**src/rtl/matmul_result_drain.sv**
```systemverilog
// Captures the N x N result of MatrixMultiply on a rising complete and drains it
// row-major, one element per beat, over a registered valid/ready stream.
module matmul_result_drain #(
  parameter int N  = 4,
  parameter int W  = 8,
  parameter int IW = 2
) (
  input  logic                         clock,
  input  logic                         reset,
  input  logic [0:N-1][0:N-1][W-1:0]   c,
  input  logic                         complete,
  input  logic                         out_ready,
  output logic                         out_valid,
  output logic [W-1:0]                 out_data,
  output logic [IW-1:0]                out_row,
  output logic [IW-1:0]                out_col,
  output logic                         out_last,
  output logic                         busy,
  output logic                         overrun,
  output logic [7:0]                   frame_count
);

  localparam int NN   = N * N;
  localparam int IDXW = (NN > 1) ? $clog2(NN) : 1;
  localparam logic [IDXW-1:0] LAST_IDX = IDXW'(NN - 1);
  localparam logic [IDXW-1:0] N_L      = IDXW'(N);

  typedef enum logic {
    S_IDLE   = 1'b0,
    S_STREAM = 1'b1
  } state_t;

  state_t                       state_q;
  logic [IDXW-1:0]              idx_q;
  logic                         complete_q;
  logic [0:N-1][0:N-1][W-1:0]   buf_q;
  logic                         out_valid_q;
  logic [W-1:0]                 out_data_q;
  logic [IW-1:0]                out_row_q;
  logic [IW-1:0]                out_col_q;
  logic                         out_last_q;
  logic                         overrun_q;
  logic [7:0]                   frame_count_q;

  logic                         rise_d;
  logic                         fire_d;
  logic                         final_fire_d;
  logic [IDXW-1:0]              idx_inc_d;
  logic [IW-1:0]                row_inc_d;
  logic [IW-1:0]                col_inc_d;

  function automatic logic [IW-1:0] row_of(input logic [IDXW-1:0] idx);
    return IW'(idx / N_L);
  endfunction

  function automatic logic [IW-1:0] col_of(input logic [IDXW-1:0] idx);
    return IW'(idx % N_L);
  endfunction

  // Handshake and next-beat index decode, all from registered state.
  always_comb begin
    rise_d       = complete & ~complete_q;
    fire_d       = out_valid_q & out_ready;
    final_fire_d = fire_d & (idx_q == LAST_IDX);
    idx_inc_d    = idx_q + {{(IDXW-1){1'b0}}, 1'b1};
    row_inc_d    = row_of(idx_inc_d);
    col_inc_d    = col_of(idx_inc_d);
  end

  // Capture/stream FSM; every output is a register loaded one edge ahead.
  always_ff @(posedge clock or posedge reset) begin
    if (reset) begin
      state_q       <= S_IDLE;
      idx_q         <= {IDXW{1'b0}};
      complete_q    <= 1'b0;
      buf_q         <= '0;
      out_valid_q   <= 1'b0;
      out_data_q    <= {W{1'b0}};
      out_row_q     <= {IW{1'b0}};
      out_col_q     <= {IW{1'b0}};
      out_last_q    <= 1'b0;
      overrun_q     <= 1'b0;
      frame_count_q <= 8'd0;
    end else begin
      complete_q <= complete;
      case (state_q)
        S_IDLE: begin
          if (rise_d) begin
            state_q     <= S_STREAM;
            buf_q       <= c;
            idx_q       <= {IDXW{1'b0}};
            out_valid_q <= 1'b1;
            out_data_q  <= c[0][0];
            out_row_q   <= {IW{1'b0}};
            out_col_q   <= {IW{1'b0}};
            out_last_q  <= (LAST_IDX == {IDXW{1'b0}});
          end else begin
            state_q     <= S_IDLE;
            out_valid_q <= 1'b0;
          end
        end
        S_STREAM: begin
          if (final_fire_d) begin
            frame_count_q <= frame_count_q + 8'd1;
            idx_q         <= {IDXW{1'b0}};
            out_row_q     <= {IW{1'b0}};
            out_col_q     <= {IW{1'b0}};
            // A fresh result landing on the closing beat chains straight on.
            if (rise_d) begin
              state_q     <= S_STREAM;
              buf_q       <= c;
              out_valid_q <= 1'b1;
              out_data_q  <= c[0][0];
              out_last_q  <= (LAST_IDX == {IDXW{1'b0}});
            end else begin
              state_q     <= S_IDLE;
              out_valid_q <= 1'b0;
              out_last_q  <= 1'b0;
            end
          end else if (fire_d) begin
            idx_q      <= idx_inc_d;
            out_data_q <= buf_q[row_inc_d][col_inc_d];
            out_row_q  <= row_inc_d;
            out_col_q  <= col_inc_d;
            out_last_q <= (idx_inc_d == LAST_IDX);
            if (rise_d) begin
              overrun_q <= 1'b1;
            end else begin
              overrun_q <= overrun_q;
            end
          end else begin
            if (rise_d) begin
              overrun_q <= 1'b1;
            end else begin
              overrun_q <= overrun_q;
            end
          end
        end
        default: begin
          state_q     <= S_IDLE;
          idx_q       <= {IDXW{1'b0}};
          out_valid_q <= 1'b0;
          out_last_q  <= 1'b0;
        end
      endcase
    end
  end

  assign out_valid   = out_valid_q;
  assign out_data    = out_data_q;
  assign out_row     = out_row_q;
  assign out_col     = out_col_q;
  assign out_last    = out_last_q;
  assign busy        = (state_q == S_STREAM);
  assign overrun     = overrun_q;
  assign frame_count = frame_count_q;

endmodule
```
**config.mk**
```make
export PLATFORM = sky130hd
export DESIGN_NAME = matmul_result_drain
export DESIGN_NICKNAME = d
export VERILOG_FILES = /design/src/rtl/matmul_result_drain.sv
export SDC_FILE = /design/constraint.sdc
export NUM_CORES = 1
export LEC_CHECK = 0
export CAP_MARGIN = 20
export CELL_PAD_IN_SITES_DETAIL_PLACEMENT = 0
export CELL_PAD_IN_SITES_GLOBAL_PLACEMENT = 1
export CORE_MARGIN = 2
export CORE_UTILIZATION = 40
export CTS_CLUSTER_DIAMETER = 120
export DETAILED_ROUTE_END_ITERATION = 7
export PLACE_DENSITY = 0.81
export SETUP_SLACK_MARGIN = 0.3
export SLEW_MARGIN = 20
export SYNTH_ARGS = -nofsm -noshare
export SYNTH_HDL_FRONTEND = slang
export SYNTH_SLANG_ARGS = --single-unit
```
**constraint.sdc**
```tcl
create_clock -name clock -period 12 [get_ports clock]
set_input_delay 1.8 -clock clock [delete_from_list [all_inputs] [get_ports clock]]
set_output_delay 1.8 -clock clock [all_outputs]
set_load 0.01 [all_outputs]
```
==> impl_results.html <==
<table>
<tr><th>Metric</th><th>Value</th></tr>
<tr><th colspan="2">Synthesis</th></tr>
<tr><td>Mapped cell area</td><td>6989 um^2</td></tr>
<tr><td>XOR/XNOR share of the synthesized area</td><td>1.396%</td></tr>
<tr><td>Yosys top cell area share</td><td>54.78%</td></tr>
<tr><td>EDFF count, synth</td><td>0</td></tr>
<tr><td>Compound-gate portion of the synthesized area</td><td>6.284%</td></tr>
<tr><td>Syn Inst Count</td><td>593</td></tr>
<tr><td>Largest family of logic cells by synthesized area</td><td>multiplexers</td></tr>
<tr><td>Post-synthesis simple-gate area fraction</td><td>11.90%</td></tr>
<tr><td>Count of synthesis-stage warnings from yosys</td><td>0</td></tr>
<tr><td>Synthesized Nets</td><td>728</td></tr>
<tr><td>Most instantiated flip-flop cell in the synthesis netlist</td><td>sky130_fd_sc_hd__dfrtp_1</td></tr>
<tr><td>Cell with the most instances after synthesis</td><td>sky130_fd_sc_hd__dfrtp_1</td></tr>
<tr><td>Mux share of post-synthesis cell area</td><td>22.57%</td></tr>
<tr><td>Main area contributors after synthesis</td><td>sky130_fd_sc_hd__dfrtp_1, sky130_fd_sc_hd__mux2_2, sky130_fd_sc_hd__nand2_1</td></tr>
<tr><td>Adder and majority cell fraction of the synthesized area</td><td>0.5371%</td></tr>
<tr><td>Post-synthesis cell type count</td><td>48</td></tr>
<tr><td>Area leader, netlist</td><td>sky130_fd_sc_hd__dfrtp_1</td></tr>
<tr><td>Seq/Total Area, Yosys</td><td>54.78%</td></tr>
<tr><td>Number of synthesized register bits</td><td>153</td></tr>
<tr><td>Commonest cells in the netlist</td><td>sky130_fd_sc_hd__dfrtp_1, sky130_fd_sc_hd__mux2_2, sky130_fd_sc_hd__nand2_1, sky130_fd_sc_hd__a21oi_1, sky130_fd_sc_hd__nand3_1</td></tr>
<tr><td>Per-instance average area after synthesis</td><td>11.79 um^2</td></tr>
<tr><td>Share of synthesized flip-flops with an asynchronous set or reset</td><td>100.0%</td></tr>
<tr><th colspan="2">Global route</th></tr>
<tr><td>GR Overflow Total</td><td>0</td></tr>
<tr><td>GRT Overall Usage</td><td>20.64%</td></tr>
<tr><td>Number of global-route vias before repair</td><td>5453</td></tr>
<tr><td>Wire length of the first global-routing pass</td><td>28790 um</td></tr>
<tr><td>Maximum number of pins on one net before global-route repair</td><td>98</td></tr>
<tr><td>Initial antenna violation count</td><td>0</td></tr>
<tr><th colspan="2">Pwr</th></tr>
<tr><td>Sw Share</td><td>31.19%</td></tr>
<tr><td>P_int</td><td>1.211 mW</td></tr>
<tr><td>PwrDens</td><td>187.8 nW/um^2</td></tr>
<tr><td>Relative contribution of sequential cells to total power</td><td>38.2%</td></tr>
<tr><td>VDD IR-drop max</td><td>0.0001251 V</td></tr>
<tr><td>Total leakage power</td><td>4.016 nW</td></tr>
<tr><td>Fraction of power consumed by combinational cells</td><td>27.6%</td></tr>
<tr><td>Clock network fraction of total power</td><td>34.2%</td></tr>
<tr><td>Net Sw Power</td><td>0.5486 mW</td></tr>
<tr><th colspan="2">Clock network</th></tr>
<tr><td>Number of buffers created by CTS</td><td>17</td></tr>
<tr><td>Clock-pin slew of the registers on the worst-case setup and hold paths</td><td>0.06 ns</td></tr>
<tr><td>Setup bufs post-CTS</td><td>0</td></tr>
<tr><td>Clock insertion delay at the later pin of the skew report</td><td>0.42 ns</td></tr>
<tr><td>Hold_buf cts</td><td>0</td></tr>
<tr><td>Cells resized by post-CTS repair</td><td>0</td></tr>
<tr><td>TritonCTS clock tree</td><td>done</td></tr>
<tr><td>Clock Sinks</td><td>153</td></tr>
<tr><td>Clock Root Buffer</td><td>sky130_fd_sc_hd__clkbuf_16</td></tr>
<tr><td>Number of H-tree levels</td><td>4</td></tr>
<tr><td>Maximum root-to-sink buffer count</td><td>2</td></tr>
<tr><th colspan="2">STA</th></tr>
<tr><td>Number of failing hold endpoints at the final stage</td><td>0</td></tr>
<tr><td>Portion of the clock cycle consumed by the worst path in the final layout</td><td>32.75%</td></tr>
<tr><td>Max-slew violation count</td><td>0</td></tr>
<tr><td>Post-Route Setup TNS</td><td>0 ns</td></tr>
<tr><td>Setup repair after global routing missed its margin</td><td>false</td></tr>
<tr><td>Final period demand of the worst path</td><td>3.930 ns</td></tr>
<tr><td>Number of failing setup endpoints in the final timing report</td><td>0</td></tr>
<tr><td>Remaining max-slew budget at the tightest pin</td><td>33.54%</td></tr>
<tr><td>Achievable frequency</td><td>254.4 MHz</td></tr>
<tr><td>Worst Skew</td><td>0.01096 ns</td></tr>
<tr><td>Least-Margin Pin Slew</td><td>0.9969 ns</td></tr>
<tr><th colspan="2">Detailed routing</th></tr>
<tr><td>DRT antenna net count</td><td>0</td></tr>
<tr><td>Residual DRC count</td><td>0</td></tr>
<tr><td>Vias per cell</td><td>5.317</td></tr>
<tr><td>Routed wire length</td><td>18240 um</td></tr>
<tr><td>Via count of the routed design</td><td>5189</td></tr>
<tr><td>Length of the first detailed-routing pass in iterations</td><td>5</td></tr>
<tr><td>Routed WL per cell</td><td>18.68 um</td></tr>
<tr><td>First DRT Iteration DRCs</td><td>323</td></tr>
<tr><th colspan="2">Floorplan</th></tr>
<tr><td>Vertical die dimension</td><td>136.2 um</td></tr>
<tr><td>Effective utilization at floorplan</td><td>40.69%</td></tr>
<tr><td>Area of the die</td><td>18550 um^2</td></tr>
<tr><td>Area inside the core boundary</td><td>17180 um^2</td></tr>
<tr><td>Die width</td><td>136.2 um</td></tr>
<tr><td>Row count</td><td>48</td></tr>
<tr><td>Number of top-level pins</td><td>156</td></tr>
<tr><th colspan="2">Setup path</th></tr>
<tr><td>Critical path start-end classification</td><td>primary input to flip-flop</td></tr>
<tr><td>Data required, critical path</td><td>12.32 ns</td></tr>
<tr><td>Arrival @ worst endpoint</td><td>4.25 ns</td></tr>
<tr><td>Critical-path maximum fanout</td><td>97</td></tr>
<tr><td>Kind of capture point of the worst setup path</td><td>flip-flop</td></tr>
<tr><td>Setup crit start kind</td><td>primary input</td></tr>
<tr><th colspan="2">Outcome</th></tr>
<tr><td>Run status</td><td>finished, final reports clean</td></tr>
<tr><th colspan="2">Job</th></tr>
<tr><td>Max-cap check violation count</td><td>0</td></tr>
<tr><th colspan="2">Final layout</th></tr>
<tr><td>Layout cell share with drive strength beyond 1</td><td>22.90%</td></tr>
<tr><td>Area added between synthesis and finish</td><td>34.03%</td></tr>
<tr><td>Final core area utilization</td><td>54.54%</td></tr>
<tr><td>Number of diodes</td><td>0</td></tr>
<tr><td>Final net count</td><td>873</td></tr>
<tr><th colspan="2">Hold path</th></tr>
<tr><td>Worst hold path class</td><td>flip-flop to flip-flop</td></tr>
<tr><th colspan="2">Placed design</th></tr>
<tr><td>Placed wire-length estimate after detailed placement</td><td>12430 um</td></tr>
<tr><td>PortBufs</td><td>155</td></tr>
<tr><td>Routability congestion estimate from global placement</td><td>0.7980</td></tr>
</table>
[power by group through the flow]
| stage | Sequential (mW) | Combinational, mW | Clock [mW] |
|---|---|---|---|
| 6_report | 0.672 | 0.486 | 0.601 |
| 3_5_place_dp | 0.680 | 0.489 | 0 |
| 2_1_floorplan | 0.658 | 0.313 | 0 |
| 4_1_cts | 0.672 | 0.492 | 0.610 |
| 3_3_place_gp | 0.676 | 0.482 | 0 |
| 5_1_grt | 0.684 | 0.536 | 0.636 |
[per-stage QoR]
stage	power [mW]	std cells	area (um^2)	hold slack, ns	setup WS (ns)
global placement	1.158	944	8708	0.4612	7.532
finish	1.759	976	9368	0.4761	8.070
detailed placement	1.169	944	8708	0.4702	7.394
global route	1.855	976	9368	0.4914	7.919
floorplan	0.9713	593	6989	0.4465	6.079
CTS	1.774	976	9364	0.4863	7.835
[cell usage in the layout, fill, tap and decap left out, types with 4 or more instances in the layout]
cell type and n:
sky130_fd_sc_hd__xnor2_1 4, sky130_fd_sc_hd__mux2_2 121, sky130_fd_sc_hd__a21oi_1 31, sky130_fd_sc_hd__nor2b_1 4
sky130_fd_sc_hd__nor2_1 11, sky130_fd_sc_hd__mux2_1 6, sky130_fd_sc_hd__nand3_1 27, sky130_fd_sc_hd__o22ai_1 5
sky130_fd_sc_hd__clkbuf_16 17, sky130_fd_sc_hd__nor4_1 9, sky130_fd_sc_hd__mux2i_1 8, sky130_fd_sc_hd__clkdlybuf4s50_1 155
sky130_fd_sc_hd__dfrtp_1 153, sky130_fd_sc_hd__nand4_1 11, sky130_fd_sc_hd__o21ai_0 9, sky130_fd_sc_hd__nor3_1 5
sky130_fd_sc_hd__bufinv_16 6, sky130_fd_sc_hd__nand2_1 108, sky130_fd_sc_hd__clkinv_2 7
[cell families after synthesis]
group | count (synthesis)
fa+ha+maj | 3
simple gates | 186
buf+inv | 35
compound gates | 69
mux | 138
xor+xnor | 9
flops | 153
[registers in the layout, summed over array words and instances, names as in the netlist]
name         flops
buf_q          128
complete_q       1
out_last         1
busy             1
out_row          1
frame_count      8
out_valid        1
idx_q            3
out_data         8
overrun          1
[final timing paths]
path / startpoint / endpoint / slack (ns) / cells after the start
min reg2reg: frame_count[7] / frame_count[7] / 0.48 / 1
min in group asynchronous: reset / buf_q[71] / 1.87 / 2
max in group asynchronous: reset / out_valid / 8.66 / 3
max reg2reg: idx_q[0] / out_data[5] / 8.51 / 6
max: complete / out_data[0] / 8.07 / 7
min: frame_count[7] / frame_count[7] / 0.48 / 1
[critical path: stages]
cell,delay [ns]
sky130_fd_sc_hd__clkdlybuf4s50_1,0.44
sky130_fd_sc_hd__nor2b_1,0.21
sky130_fd_sc_hd__nand2_4,0.41
sky130_fd_sc_hd__buf_6,0.70
sky130_fd_sc_hd__o22a_1,0.24
sky130_fd_sc_hd__nand3_1,0.07
sky130_fd_sc_hd__a311oi_1,0.24
[cell type report]
cell class	count	area, um^2
inverter	2	12.51
tap	225	281.5
multi-input combinational	405	3004
timing repair buffer	159	1585
sequential	153	3829
clock buffer	17	425.4
clock inverter	15	230.2
fill	1482	7809
[metal layers]
layer / GRT usage, % / up-vias / wire length (um) / part of all wire (%)
met3: 4.661 / 21 / 1027 / 5.6
met4: 6.771 / 0 / 320 / 1.8
met5: 0 / - / 0 / 0
met1: 27.21 / 2595 / 7904 / 43
li1: - / 2403 / - / -
met2: 33.78 / 170 / 8983 / 49
(Power assumes the default switching activity.)
